$ cat config.mk
export PLATFORM = sky130hd
export DESIGN_NAME = axi4_burst_master
export DESIGN_NICKNAME = d
export VERILOG_FILES = /design/src/rtl/axi4_burst_master.sv
export SDC_FILE = /design/constraint.sdc
export NUM_CORES = 1
export LEC_CHECK = 0
export CORE_AREA = 2 2 117 119
export CTS_CLUSTER_DIAMETER = 30
export CTS_CLUSTER_SIZE = 24
export DETAILED_ROUTE_END_ITERATION = 8
export DIE_AREA = 0 0 119 121
export GPL_ROUTABILITY_DRIVEN = 0
export GPL_TIMING_DRIVEN = 0
export PLACE_DENSITY = 0.86
export SYNTH_ARGS = -nofsm -noshare
export SYNTH_HDL_FRONTEND = slang
export SYNTH_SLANG_ARGS = --single-unit
$ cat constraint.sdc
create_clock -name clk -period 5.45 [get_ports clk]
set_input_delay 0.545 -clock clk [delete_from_list [all_inputs] [get_ports clk]]
set_output_delay 0.545 -clock clk [all_outputs]
set_load 0.01 [all_outputs]
$ cat src/rtl/axi4_burst_master.sv
// AXI4 INCR burst master: turns one local read/write command into at most two
// AXI4 bursts (split at a 4KB page boundary) and streams data to/from the requester.
module axi4_burst_master #(
    parameter int ADDR_W = 32,
    parameter int DATA_W = 32
) (
    input  logic                  clk,
    input  logic                  rst_n,
    input  logic                  cmd_valid_i,
    output logic                  cmd_ready_o,
    input  logic                  cmd_write_i,
    input  logic [ADDR_W-1:0]     cmd_addr_i,
    input  logic [7:0]            cmd_len_i,
    input  logic [DATA_W-1:0]     wdata_i,
    input  logic                  wvalid_i,
    output logic                  wready_o,
    output logic [DATA_W-1:0]     rdata_o,
    output logic                  rvalid_o,
    input  logic                  rready_i,
    output logic                  done_o,
    output logic                  err_o,
    output logic [ADDR_W-1:0]     M_AXI_AWADDR_o,
    output logic [7:0]            M_AXI_AWLEN_o,
    output logic [2:0]            M_AXI_AWSIZE_o,
    output logic [1:0]            M_AXI_AWBURST_o,
    output logic                  M_AXI_AWVALID_o,
    input  logic                  M_AXI_AWREADY_i,
    output logic [DATA_W-1:0]     M_AXI_WDATA_o,
    output logic [DATA_W/8-1:0]   M_AXI_WSTRB_o,
    output logic                  M_AXI_WLAST_o,
    output logic                  M_AXI_WVALID_o,
    input  logic                  M_AXI_WREADY_i,
    input  logic [1:0]            M_AXI_BRESP_i,
    input  logic                  M_AXI_BVALID_i,
    output logic                  M_AXI_BREADY_o,
    output logic [ADDR_W-1:0]     M_AXI_ARADDR_o,
    output logic [7:0]            M_AXI_ARLEN_o,
    output logic [2:0]            M_AXI_ARSIZE_o,
    output logic [1:0]            M_AXI_ARBURST_o,
    output logic                  M_AXI_ARVALID_o,
    input  logic                  M_AXI_ARREADY_i,
    input  logic [DATA_W-1:0]     M_AXI_RDATA_i,
    input  logic [1:0]            M_AXI_RRESP_i,
    input  logic                  M_AXI_RLAST_i,
    input  logic                  M_AXI_RVALID_i,
    output logic                  M_AXI_RREADY_o
);

    localparam int BYTES  = DATA_W / 8;
    localparam int SIZE   = $clog2(BYTES);
    localparam int PAGE_W = ADDR_W - 12;
    localparam logic [ADDR_W-1:0] ALIGN_MASK = ~(ADDR_W'(BYTES - 1));

    localparam logic [2:0] S_IDLE = 3'd0;
    localparam logic [2:0] S_AW   = 3'd1;
    localparam logic [2:0] S_W    = 3'd2;
    localparam logic [2:0] S_B    = 3'd3;
    localparam logic [2:0] S_AR   = 3'd4;
    localparam logic [2:0] S_R    = 3'd5;

    logic [2:0]        r_state;
    logic [ADDR_W-1:0] r_axAddr;
    logic [7:0]        r_axLen;
    logic [ADDR_W-1:0] r_pendAddr;
    logic [7:0]        r_pendLen;
    logic              r_pendValid;
    logic [7:0]        r_beatCnt;
    logic              r_err;
    logic              r_done;

    logic [ADDR_W-1:0] w_alignedAddr;
    logic [12:0]       w_pageOffset;
    logic [12:0]       w_room;
    logic [8:0]        w_beats;
    logic              w_fits;
    logic [7:0]        w_firstLen;
    logic [7:0]        w_secondLen;
    logic [ADDR_W-1:0] w_nextPage;
    logic              w_cmdFire;
    logic              w_awFire;
    logic              w_wFire;
    logic              w_bFire;
    logic              w_arFire;
    logic              w_rFire;
    logic              w_lastBeat;
    logic              w_burstEnd;

    // Split arithmetic: room is the number of whole beats left before the 4KB page ends.
    assign w_alignedAddr = cmd_addr_i & ALIGN_MASK;
    assign w_pageOffset  = {1'b0, w_alignedAddr[11:0]};
    assign w_room        = (13'd4096 - w_pageOffset) >> SIZE;
    assign w_beats       = {1'b0, cmd_len_i} + 9'd1;
    assign w_fits        = ({4'b0000, w_beats} <= w_room);
    assign w_firstLen    = 8'(w_room - 13'd1);
    assign w_secondLen   = 8'(w_beats - w_room[8:0] - 9'd1);
    assign w_nextPage    = {w_alignedAddr[ADDR_W-1:12] + PAGE_W'(1), 12'h000};

    assign w_cmdFire  = cmd_valid_i && (r_state == S_IDLE);
    assign w_awFire   = (r_state == S_AW) && M_AXI_AWREADY_i;
    assign w_wFire    = (r_state == S_W) && wvalid_i && M_AXI_WREADY_i;
    assign w_bFire    = (r_state == S_B) && M_AXI_BVALID_i;
    assign w_arFire   = (r_state == S_AR) && M_AXI_ARREADY_i;
    assign w_rFire    = (r_state == S_R) && M_AXI_RVALID_i && rready_i;
    assign w_lastBeat = (r_beatCnt == 8'd0);
    assign w_burstEnd = w_bFire || (w_rFire && w_lastBeat);

    always_ff @(posedge clk or negedge rst_n) begin
        if (!rst_n) begin
            r_state <= S_IDLE;
        end else begin
            case (r_state)
                S_IDLE: if (w_cmdFire) r_state <= cmd_write_i ? S_AW : S_AR;
                S_AW:   if (w_awFire) r_state <= S_W;
                S_W:    if (w_wFire && w_lastBeat) r_state <= S_B;
                S_B:    if (w_bFire) r_state <= r_pendValid ? S_AW : S_IDLE;
                S_AR:   if (w_arFire) r_state <= S_R;
                S_R:    if (w_rFire && w_lastBeat) r_state <= r_pendValid ? S_AR : S_IDLE;
                default: r_state <= S_IDLE;
            endcase
        end
    end

    // The second burst's address/length are computed at accept time and swapped in later.
    always_ff @(posedge clk or negedge rst_n) begin
        if (!rst_n) begin
            r_axAddr    <= '0;
            r_axLen     <= '0;
            r_pendAddr  <= '0;
            r_pendLen   <= '0;
            r_pendValid <= 1'b0;
        end else if (w_cmdFire) begin
            r_axAddr    <= w_alignedAddr;
            r_axLen     <= w_fits ? cmd_len_i : w_firstLen;
            r_pendAddr  <= w_nextPage;
            r_pendLen   <= w_secondLen;
            r_pendValid <= !w_fits;
        end else if (w_burstEnd && r_pendValid) begin
            r_axAddr    <= r_pendAddr;
            r_axLen     <= r_pendLen;
            r_pendValid <= 1'b0;
        end
    end

    always_ff @(posedge clk or negedge rst_n) begin
        if (!rst_n) begin
            r_beatCnt <= '0;
        end else if (w_awFire || w_arFire) begin
            r_beatCnt <= r_axLen;
        end else if ((w_wFire || w_rFire) && !w_lastBeat) begin
            r_beatCnt <= r_beatCnt - 8'd1;
        end
    end

    // Error is sticky across both bursts of a command and only cleared by a new accept.
    always_ff @(posedge clk or negedge rst_n) begin
        if (!rst_n) begin
            r_err <= 1'b0;
        end else if (w_cmdFire) begin
            r_err <= 1'b0;
        end else if (w_bFire && (M_AXI_BRESP_i != 2'b00)) begin
            r_err <= 1'b1;
        end else if (w_rFire && ((M_AXI_RRESP_i != 2'b00) || (M_AXI_RLAST_i != w_lastBeat))) begin
            r_err <= 1'b1;
        end
    end

    always_ff @(posedge clk or negedge rst_n) begin
        if (!rst_n) begin
            r_done <= 1'b0;
        end else begin
            r_done <= w_burstEnd && !r_pendValid;
        end
    end

    assign cmd_ready_o     = (r_state == S_IDLE);
    assign done_o          = r_done;
    assign err_o           = r_err;

    assign M_AXI_AWADDR_o  = r_axAddr;
    assign M_AXI_AWLEN_o   = r_axLen;
    assign M_AXI_AWSIZE_o  = 3'(SIZE);
    assign M_AXI_AWBURST_o = 2'b01;
    assign M_AXI_AWVALID_o = (r_state == S_AW);

    assign M_AXI_WDATA_o   = wdata_i;
    assign M_AXI_WSTRB_o   = '1;
    assign M_AXI_WLAST_o   = (r_state == S_W) && w_lastBeat;
    assign M_AXI_WVALID_o  = (r_state == S_W) && wvalid_i;
    assign wready_o        = (r_state == S_W) && M_AXI_WREADY_i;
    assign M_AXI_BREADY_o  = (r_state == S_B);

    assign M_AXI_ARADDR_o  = r_axAddr;
    assign M_AXI_ARLEN_o   = r_axLen;
    assign M_AXI_ARSIZE_o  = 3'(SIZE);
    assign M_AXI_ARBURST_o = 2'b01;
    assign M_AXI_ARVALID_o = (r_state == S_AR);

    assign rdata_o         = (r_state == S_R) ? M_AXI_RDATA_i : '0;
    assign rvalid_o        = (r_state == S_R) && M_AXI_RVALID_i;
    assign M_AXI_RREADY_o  = (r_state == S_R) && rready_i;

endmodule

Word level (Yosys, flattened, before mapping). Index checks and enable logic that the tools add are counted.

Bits of input ports: 120. Output and inout bits: 169. Logic and storage cells: 85. Bits in registers: 82.

Add/sub/neg operators: 7. Equal/unequal tests: 12. Muxes and demuxes: 23. Magnitude comparators: 1. Reduce and logical (&&, ||, !) cells: 33.

Operator list (number): $mux 32 (3); $mux 8 (5); $mux 3 (8); $sub 8x1->8 const B (3); $add 20x1->20 const B (1); $logic_and 1x1->1 (18); $pmux 3 s6 (1); $sub 13x12->13 const A (1); $ne 2x1->1 const B (6); $le 9x11->1 (1); $add 8x1->9 const B (1); $logic_not 8->1 (1); $reduce_bool 2->1 (4); $sub 8x8->8 (1); $eq 3x2->1 const B (2); $eq 3x3->1 const B (2); $mux 1 (6); $reduce_and 6->1 (1); $logic_or 1x1->1 (4); $eq 3x1->1 const B (1); $logic_not 1->1 (3); $logic_not 3->1 (1); $reduce_bool 3->1 (1); $ne 1x1->1 (1).

Depth between registers and ports, before layout. Gate-level depths: netlist of the first run.

Depth in word-level cells: 8. Mapped depth: 13. Mapped depth without buffers: 12.

Worst setup path before layout of the first run. Ideal clock, no wire load.

Path kind: in2reg. From: input port cmd_addr_i[5]. To: register r_axLen[3], in the netlist M_AXI_ARLEN_o[3]. Stages: 12. Data required time: 5.321 ns. Path buffers: 2. Arrival time: 2.879 ns. Setup slack: 2.442 ns. Library setup time: 0.129 ns. Path through: buf_2 -> or4_1 -> nor2_1 -> nand2_1 -> xnor2_1 -> ha_1 -> a21oi_1 -> or2_2 -> o211a_1 -> buf_4 -> o31a_1 -> o2bb2ai_1.

Word-level cells in the longest chain between the ends: 4. Elaborated cells on any way between the ends: 5. Classes of those cells: 2 x add/sub; 1 x order compare; 2 x mux.

Ends and longest elaborated chain: start, declared (line 12) `input logic [ADDR_W-1:0] cmd_addr_i,`; $sub 13x12->13 (*) (line 91) `assign w_room = (13'd4096 - w_pageOffset) >> SIZE;`; $le 9x11->1 or $sub 8x1->8 (tied branches) (line 93, 94); $mux 8 (*) (line 133) `r_axLen <= w_fits ? cmd_len_i : w_firstLen;`; $mux 8 (*) (line 131) `end else if (w_cmdFire) begin`; end signal, assigned (line 133); end signal, assigned (line 139) `r_axLen <= r_pendLen;`; end, declared (line 63) `logic [7:0] r_axLen;`.

Every way passes the cells marked *; elsewhere a longest branch is shown, timed or not. A chain may end at the register's enable or synchronous reset.

Worst setup path after layout of the first run.
From: input port cmd_addr_i[4]. To: register r_axLen[5], in the netlist M_AXI_ARLEN_o[5].

Same word-level chain as after synthesis.

==> impl_metrics.prom, run 1 <==
# TYPE chip_impl_metric gauge
chip_impl_info{name="timing.critical_path.to_type",value="flop"} 1
chip_impl_metric{name="postRouteWirelength",unit="mm"} 16.9
chip_impl_metric{name="cts-htree-levels",unit=""} 3
chip_impl_info{name="rsz0062_at_grt",value="false"} 1
chip_impl_metric{name="fin_skew",unit="ns"} 0.0153
chip_impl_metric{name="synthDominantCellAreaShare",unit="%"} 35.1
chip_impl_info{name="crit_family",value="compound AO/OA/AOI/OAI gates"} 1
chip_impl_info{name="hold_class",value="in -> async"} 1
chip_impl_metric{name="vias_per_cell",unit=""} 4.93
chip_impl_info{name="criticalPathCategory",value="in -> reg"} 1
chip_impl_metric{name="timing.final.setup_violations",unit=""} 0
chip_impl_metric{name="global_route_wire_length_before_repair",unit="mm"} 26.8
chip_impl_metric{name="arrival",unit="ns"} 3.83
chip_impl_metric{name="r2r_setup_slack",unit="ns"} 2.19
chip_impl_metric{name="post_cts.resized_instances",unit=""} 0
chip_impl_metric{name="cts.path.max_buffers",unit=""} 2
chip_impl_metric{name="dpl_worst_slack",unit="ns"} 1.59
chip_impl_metric{name="slew_headroom",unit="%"} 47.3
chip_impl_metric{name="final-max-slew-violation-count",unit=""} 0
chip_impl_metric{name="finalNetCount",unit=""} 1076
chip_impl_info{name="timing.rr.start",value="r_state[0]"} 1
chip_impl_info{name="slowest_stage",value="sky130_fd_sc_hd__clkdlybuf4s50_1"} 1
chip_impl_metric{name="cts_setup_buffers",unit=""} 0
chip_impl_metric{name="synth_seq_cells",unit=""} 80
chip_impl_metric{name="power.ir.vdd_worst",unit="mV"} 0.213
chip_impl_metric{name="clk_latency",unit="ns"} 0.34
chip_impl_metric{name="accumulated_negative_setup_slack",unit="ns"} 0
chip_impl_metric{name="drcViolationCount",unit=""} 0
chip_impl_metric{name="number_of_clock_buffers_inserted_by_tritoncts",unit=""} 9
chip_impl_metric{name="dieHeight",unit="µm"} 121
chip_impl_metric{name="postSynthCellCount",unit=""} 679
chip_impl_metric{name="r2r_cells",unit=""} 10
chip_impl_metric{name="track_usage",unit="%"} 23.1
chip_impl_metric{name="synth_enable_flop_cells",unit=""} 0
chip_impl_info{name="dominantRegCellSynth",value="sky130_fd_sc_hd__dfrtp_1"} 1
chip_impl_info{name="layout_commonest_cell",value="sky130_fd_sc_hd__clkdlybuf4s50_1"} 1
chip_impl_metric{name="antenna_cells",unit=""} 0
chip_impl_metric{name="syn_to_final_growth",unit="%"} 51.7
chip_impl_metric{name="ant_nets",unit=""} 0
chip_impl_metric{name="cp.buffers_inverters",unit=""} 4
chip_impl_metric{name="buffer_ports.inserted",unit=""} 235
chip_impl_metric{name="via_count",unit=""} 5534
chip_impl_metric{name="synthArstFlopShare",unit="%"} 100
chip_impl_metric{name="syn-mean-instance-area",unit="µm²"} 8.39
chip_impl_metric{name="die_area",unit="µm²"} 14400
chip_impl_metric{name="initialDrtViolationCount",unit=""} 477
chip_impl_metric{name="final-hold-violation-count",unit=""} 0
chip_impl_metric{name="fraction_of_final_layout_cells_with_drive_strength_greater_than_1",unit="%"} 12.4
chip_impl_info{name="timing.critical_path.from",value="cmd_addr_i[4]"} 1
chip_impl_metric{name="yosysWarningCount",unit=""} 0
chip_impl_metric{name="initial_core_util",unit="%"} 43.5
chip_impl_metric{name="detailedPlacementHpwl",unit="mm"} 13.3
chip_impl_info{name="r2r_end",value="M_AXI_ARADDR_o[29]"} 1
chip_impl_metric{name="min_period_over_period",unit="%"} 66.1
chip_impl_info{name="synth.top_cells.by_area",value="sky130_fd_sc_hd__dfrtp_1 35%, sky130_fd_sc_hd__buf_4 12%, sky130_fd_sc_hd__nand2_1 7.1%, sky130_fd_sc_hd__o21ai_0 5.5%, sky130_fd_sc_hd__and2_1 4.5%"} 1
chip_impl_metric{name="cpPeakStageDelay",unit="ns"} 0.52
chip_impl_metric{name="synth.cell_area",unit="µm²"} 5700
chip_impl_info{name="cp_cell_sequence",value="clkdlybuf4s50_1 > or3_1 > buf_2 > xor2_1 > inv_1 > ha_1 > nand2b_1 > mux2_2 > o2111ai_1 > a311oi_1 > o211a_1 > buf_4 > nor4_1 > a311oi_1"} 1
chip_impl_metric{name="grt_antenna_before_repair",unit=""} 0
chip_impl_metric{name="post_synth_num_cell_types",unit=""} 54
chip_impl_metric{name="routed_wire_length_per_instance",unit="µm"} 15.0
chip_impl_metric{name="clock-sinks",unit=""} 80
chip_impl_metric{name="placementRows",unit=""} 42
chip_impl_metric{name="worst-path-max-fanout",unit=""} 10
chip_impl_info{name="clockRootBuffer",value="sky130_fd_sc_hd__clkbuf_16"} 1
chip_impl_info{name="endpoint",value="M_AXI_ARLEN_o[5]"} 1
chip_impl_metric{name="max_clock_freq",unit="GHz"} 0.278
chip_impl_info{name="critical_path.most_common_cell",value="sky130_fd_sc_hd__a311oi_1"} 1
chip_impl_metric{name="cts.clk_slew.worst_paths",unit="ns"} 0.07
chip_impl_metric{name="ioPinCount",unit=""} 289
chip_impl_metric{name="cellPowerDensity",unit="nW/µm²"} 421
chip_impl_metric{name="vias_in_the_first_global_route",unit=""} 5320
chip_impl_info{name="final_cell_mix",value="234 x sky130_fd_sc_hd__clkdlybuf4s50_1, 107 x sky130_fd_sc_hd__nand2_1, 90 x sky130_fd_sc_hd__buf_4"} 1
chip_impl_metric{name="total_leakage_power",unit="µW"} 0.00383
chip_impl_metric{name="global_route_total_overflow",unit=""} 0
chip_impl_metric{name="setup_ws_post_layout",unit="ns"} 1.85
chip_impl_info{name="setup.worst_path.start_class",value="input port"} 1
chip_impl_metric{name="max_slew.worst_pin.slew",unit="ns"} 0.791
chip_impl_metric{name="post-route-min-period",unit="ns"} 3.60
chip_impl_metric{name="critical_path_depth",unit=""} 14
chip_impl_info{name="netlist.top_cell.by_area",value="sky130_fd_sc_hd__dfrtp_1"} 1
chip_impl_metric{name="synth-seq-area-share",unit="%"} 35.1
chip_impl_metric{name="drt_pre_antenna_iters",unit=""} 5
chip_impl_metric{name="core_area",unit="µm²"} 13100
chip_impl_metric{name="width_of_the_chip",unit="µm"} 119
chip_impl_metric{name="maxCapViolCount",unit=""} 0
chip_impl_info{name="status",value="completed"} 1
chip_impl_metric{name="cp_data_required_time",unit="ns"} 5.67
chip_impl_metric{name="cts_hold_buffers",unit=""} 0
chip_impl_info{name="tritoncts",value="yes"} 1
chip_impl_metric{name="grt_max_degree",unit=""} 66
[where the power goes]
group	internal, µW	switching [µW]
Combinational	1100	861
Sequential	875	228
Clock	327	257
[metrics by stage]
stage               utilization, %  std cells  cell area, µm²  power [µW]  hold WS [ns]
finish                        66.0       1123            8640        3640        0.0647
global route                  66.0       1123            8640        3880        0.0733
CTS                           66.0       1123            8640        3660        0.0660
detailed placement            63.8       1107            8350        3070         0.428
global placement              63.7       1106            8330        3010         0.458
floorplan                        -        695            5760        2070         0.249
[flip-flops by register name (all words and copies together), names as in the netlist]
register        flops
r_pendAddr         20
r_pendLen           8
M_AXI_ARADDR_o     30
r_pendValid         1
r_beatCnt           8
r_state             3
M_AXI_ARLEN_o       8
err_o               1
done_o              1
[metal layers]
layer	up-vias	wire, µm	global-route usage, %	share of wire, %
met4	0	281	6.85	1.7
met5	-	0	0	0
met3	20	1060	3.62	6.3
li1	2715	-	-	-
met2	256	8760	41.6	52
met1	2543	6790	28.6	40
[logic make-up after synthesis]
kind of cell / Yosys count / synth area share [%]
and+or+nand+nor: 259 / 22.2
AOI/OAI and AO/OA: 110 / 11.6
xor gates and xnor gates: 50 / 7.69
adders and majority gates: 16 / 3.56
other: 2 / 0.132
buffers and inverters: 135 / 14.8
muxes: 27 / 4.79
DFF: 80 / 35.1
[layout make-up]
cell class | count | area, µm²
tap | 176 | 220
inverter | 14 | 52.6
sequential | 80 | 2000
buffer | 121 | 793
multi-input combinational | 480 | 2910
clock buffer | 10 | 239
clock inverter | 6 | 48.8
fill | 1064 | 4440
timing repair buffer | 236 | 2380
[worst min-delay path by stage]
stage | from | to
floorplan | rst_n | M_AXI_ARADDR_o[10]
global placement | r_pendLen[0] | r_pendLen[0]
detailed placement | rst_n | M_AXI_ARADDR_o[22]
CTS | rst_n | M_AXI_ARADDR_o[22]
global route | rst_n | M_AXI_ARADDR_o[22]
finish | rst_n | M_AXI_ARADDR_o[22]
[worst reg2reg max path: cells and delay by family, from the launching register on]
family / cells / cell delay [ns]
muxes: 1 / 0.20
AOI/OAI and AO/OA: 2 / 0.69
buffers and inverters: 4 / 1.25
DFF: 1 / 0.32
and+or+nand+nor: 3 / 0.67
[synth_stat cells, types with 8 or more instances]
| master | n |
|---|---|
| sky130_fd_sc_hd__a21oi_1 | 10 |
| sky130_fd_sc_hd__and2_1 | 41 |
| sky130_fd_sc_hd__and3_1 | 8 |
| sky130_fd_sc_hd__buf_4 | 89 |
| sky130_fd_sc_hd__clkbuf_1 | 23 |
| sky130_fd_sc_hd__dfrtp_1 | 80 |
| sky130_fd_sc_hd__ha_1 | 13 |
| sky130_fd_sc_hd__inv_1 | 14 |
| sky130_fd_sc_hd__mux2i_1 | 25 |
| sky130_fd_sc_hd__nand2_1 | 107 |
| sky130_fd_sc_hd__nand3_1 | 29 |
| sky130_fd_sc_hd__nor2_1 | 30 |
| sky130_fd_sc_hd__o21ai_0 | 63 |
| sky130_fd_sc_hd__xnor2_1 | 28 |
| sky130_fd_sc_hd__xor2_1 | 22 |
(Power assumes the default switching activity.)
==> run 2: changes to the inputs <==
Settings changed: CORE_AREA 2 2 117 119 to 2 2 121 123, DIE_AREA 0 0 119 121 to 0 0 123 125, PLACE_DENSITY 0.86 to 0.81.
Clock period 5.45 ns to 3.4 ns, I/O delays scaled along.
==> impl_metrics.prom, run 2 (synthesis gave the netlist of run 1 again) <==
# TYPE chip_impl_metric gauge
chip_impl_metric{name="final-max-slew-violation-count",unit=""} 0
chip_impl_metric{name="worst-path-max-fanout",unit=""} 10
chip_impl_metric{name="totalPowerFinal",unit="µW"} 5820
chip_impl_metric{name="drt_pre_antenna_iters",unit=""} 5
chip_impl_info{name="setup.worst_path.start_class",value="input port"} 1
chip_impl_metric{name="detailedPlacementHpwl",unit="mm"} 13.0
chip_impl_metric{name="setup_ws_post_layout",unit="ns"} 0.147
chip_impl_metric{name="arrival",unit="ns"} 3.46
chip_impl_info{name="layout_commonest_cell",value="sky130_fd_sc_hd__clkdlybuf4s50_1"} 1
chip_impl_info{name="timing.critical_path.from",value="cmd_addr_i[2]"} 1
chip_impl_metric{name="worst_hold_path.num_cells",unit=""} 3
chip_impl_metric{name="global_route_wire_length_before_repair",unit="mm"} 26.6
chip_impl_metric{name="grt_max_degree",unit=""} 59
chip_impl_info{name="status",value="completed"} 1
chip_impl_metric{name="global_route_total_overflow",unit=""} 0
chip_impl_metric{name="r2r_cells",unit=""} 8
chip_impl_metric{name="max_slew.worst_pin.slew",unit="ns"} 0.810
chip_impl_metric{name="r2r_setup_slack",unit="ns"} 0.43
chip_impl_info{name="final_cell_mix",value="233 x sky130_fd_sc_hd__clkdlybuf4s50_1, 107 x sky130_fd_sc_hd__nand2_1, 91 x sky130_fd_sc_hd__buf_4"} 1
chip_impl_metric{name="cts.clk_slew.worst_paths",unit="ns"} 0.07
chip_impl_metric{name="placementRows",unit=""} 44
chip_impl_metric{name="min_period_over_period",unit="%"} 95.7
chip_impl_metric{name="syn_to_final_growth",unit="%"} 52.8
chip_impl_metric{name="vias_in_the_first_global_route",unit=""} 5174
chip_impl_info{name="timing.rr.start",value="r_beatCnt[5]"} 1
chip_impl_info{name="timing.critical_path.to_type",value="flop"} 1
chip_impl_metric{name="clock-sinks",unit=""} 80
chip_impl_metric{name="via_count",unit=""} 5503
chip_impl_info{name="min_from",value="cmd_addr_i[5]"} 1
chip_impl_metric{name="fin_skew",unit="ns"} 0.0135
chip_impl_metric{name="post-route-min-period",unit="ns"} 3.25
chip_impl_metric{name="finalNetCount",unit=""} 1078
chip_impl_metric{name="ioPinCount",unit=""} 289
chip_impl_metric{name="cts.path.max_buffers",unit=""} 2
chip_impl_metric{name="track_usage",unit="%"} 21.6
chip_impl_metric{name="maxCapViolCount",unit=""} 0
chip_impl_metric{name="clk_latency",unit="ns"} 0.34
chip_impl_info{name="cp_cell_sequence",value="clkdlybuf4s50_1 > or3_1 > buf_2 > xor2_4 > inv_1 > ha_2 > or3b_2 > o2111ai_1 > a311oi_2 > o211a_1 > buf_4 > nor4_1 > nor3b_1"} 1
chip_impl_metric{name="grt_antenna_before_repair",unit=""} 0
chip_impl_metric{name="cpPeakStageDelay",unit="ns"} 0.52
chip_impl_info{name="hold_class",value="in -> reg"} 1
chip_impl_metric{name="max_clock_freq",unit="GHz"} 0.307
chip_impl_metric{name="fraction_of_final_layout_cells_with_drive_strength_greater_than_1",unit="%"} 12.9
chip_impl_metric{name="buffer_ports.inserted",unit=""} 235
chip_impl_metric{name="core_area",unit="µm²"} 14200
chip_impl_metric{name="postRouteWirelength",unit="mm"} 16.5
chip_impl_info{name="r2r_end",value="M_AXI_ARADDR_o[30]"} 1
chip_impl_info{name="worst_hold_path.endpoint",value="M_AXI_ARADDR_o[5]"} 1
chip_impl_info{name="clockRootBuffer",value="sky130_fd_sc_hd__clkbuf_16"} 1
chip_impl_metric{name="fin_area",unit="µm²"} 8710
chip_impl_metric{name="die_area",unit="µm²"} 15400
chip_impl_info{name="slowest_stage",value="sky130_fd_sc_hd__clkdlybuf4s50_1"} 1
chip_impl_metric{name="postPlaceCellArea",unit="µm²"} 8360
chip_impl_metric{name="initialDrtViolationCount",unit=""} 409
chip_impl_metric{name="antenna_cells",unit=""} 0
chip_impl_metric{name="number_of_clock_buffers_inserted_by_tritoncts",unit=""} 9
chip_impl_metric{name="timing.final.setup_violations",unit=""} 0
chip_impl_metric{name="final-hold-violation-count",unit=""} 0
chip_impl_metric{name="dieHeight",unit="µm"} 125
chip_impl_metric{name="width_of_the_chip",unit="µm"} 123
chip_impl_info{name="tritoncts",value="yes"} 1
chip_impl_metric{name="initial_core_util",unit="%"} 40.1
chip_impl_metric{name="largest_register_ff_count",unit=""} 30
chip_impl_metric{name="cp_data_required_time",unit="ns"} 3.60
chip_impl_metric{name="slew_headroom",unit="%"} 46.0
chip_impl_metric{name="vias_per_cell",unit=""} 4.86
chip_impl_metric{name="total_leakage_power",unit="µW"} 0.00385
chip_impl_metric{name="routed_wire_length_per_instance",unit="µm"} 14.5
chip_impl_metric{name="cellPowerDensity",unit="nW/µm²"} 669
chip_impl_metric{name="power.ir.vdd_worst",unit="mV"} 0.375
chip_impl_metric{name="ant_nets",unit=""} 0
chip_impl_metric{name="drcViolationCount",unit=""} 0
chip_impl_metric{name="dpl_worst_slack",unit="ns"} -0.297
chip_impl_info{name="criticalPathCategory",value="in -> reg"} 1
chip_impl_metric{name="cts-htree-levels",unit=""} 3
-- run 2: stage by stage --
step | hold slack [ns] | util, % | TNS [ns] | std cells
6_report | 0.355 | 61.3 | 0 | 1133
5_1_grt | 0.383 | 61.3 | -0.00371 | 1133
4_1_cts | 0.317 | 61.0 | 0 | 1132
3_5_place_dp | 0.263 | 58.9 | -2.00 | 1115
3_3_place_gp | 0.459 | 58.7 | -64.81 | 1114
2_1_floorplan | 0.0444 | - | 0 | 695
-- run 2: worst max path at each step --
stage	cells past startpoint	end	slack [ns]
detailed placement	14	M_AXI_ARLEN_o[5]	-0.30
global route	14	M_AXI_ARLEN_o[7]	-0.004
finish	13	M_AXI_ARLEN_o[7]	0.15
floorplan	12	M_AXI_ARLEN_o[3]	0.60
CTS	14	M_AXI_ARLEN_o[5]	0.02
global placement	1	r_pendLen[6]	-0.80
-- run 2: area by class of cell --
type	instances	area, µm²
clock inverter	6	48.8
fill	1263	5500
multi-input combinational	480	2940
timing repair buffer	238	2400
tap	184	230
inverter	14	52.6
buffer	121	793
sequential	80	2000
clock buffer	10	239
-- run 2: power by group --
group	leakage, µW	switching, µW	internal (µW)	total (µW)
registers	0.000987	353	1400	1760
clock network	0.000137	416	524	939
logic	0.00273	1370	1760	3130
total	0.00385	2130	3690	5820
-- run 2: worst max-delay path: cells and delay by family --
kind            cells  cell delay [ns]
simple gates        4             1.24
fa+ha+maj           1             0.23
buf+inv             4             0.98
compound gates      3             0.49
xor+xnor            1             0.18
-- run 2: routing by layer --
layer / routed length [µm] / GRT usage [%] / vias to the layer above
met5: 0 / 0 / -
met4: 148 / 6.02 / 0
met3: 1150 / 3.10 / 13
met2: 8230 / 36.2 / 213
met1: 6940 / 28.8 / 2557
li1: - / - / 2720
-- run 2: timing repair --
action	CTS	global route
endpoints found under the setup margin	0	28
resized for setup	0	8
buffers inserted	0	1
hold buffers	1	0
hold endpoints to repair	22	0
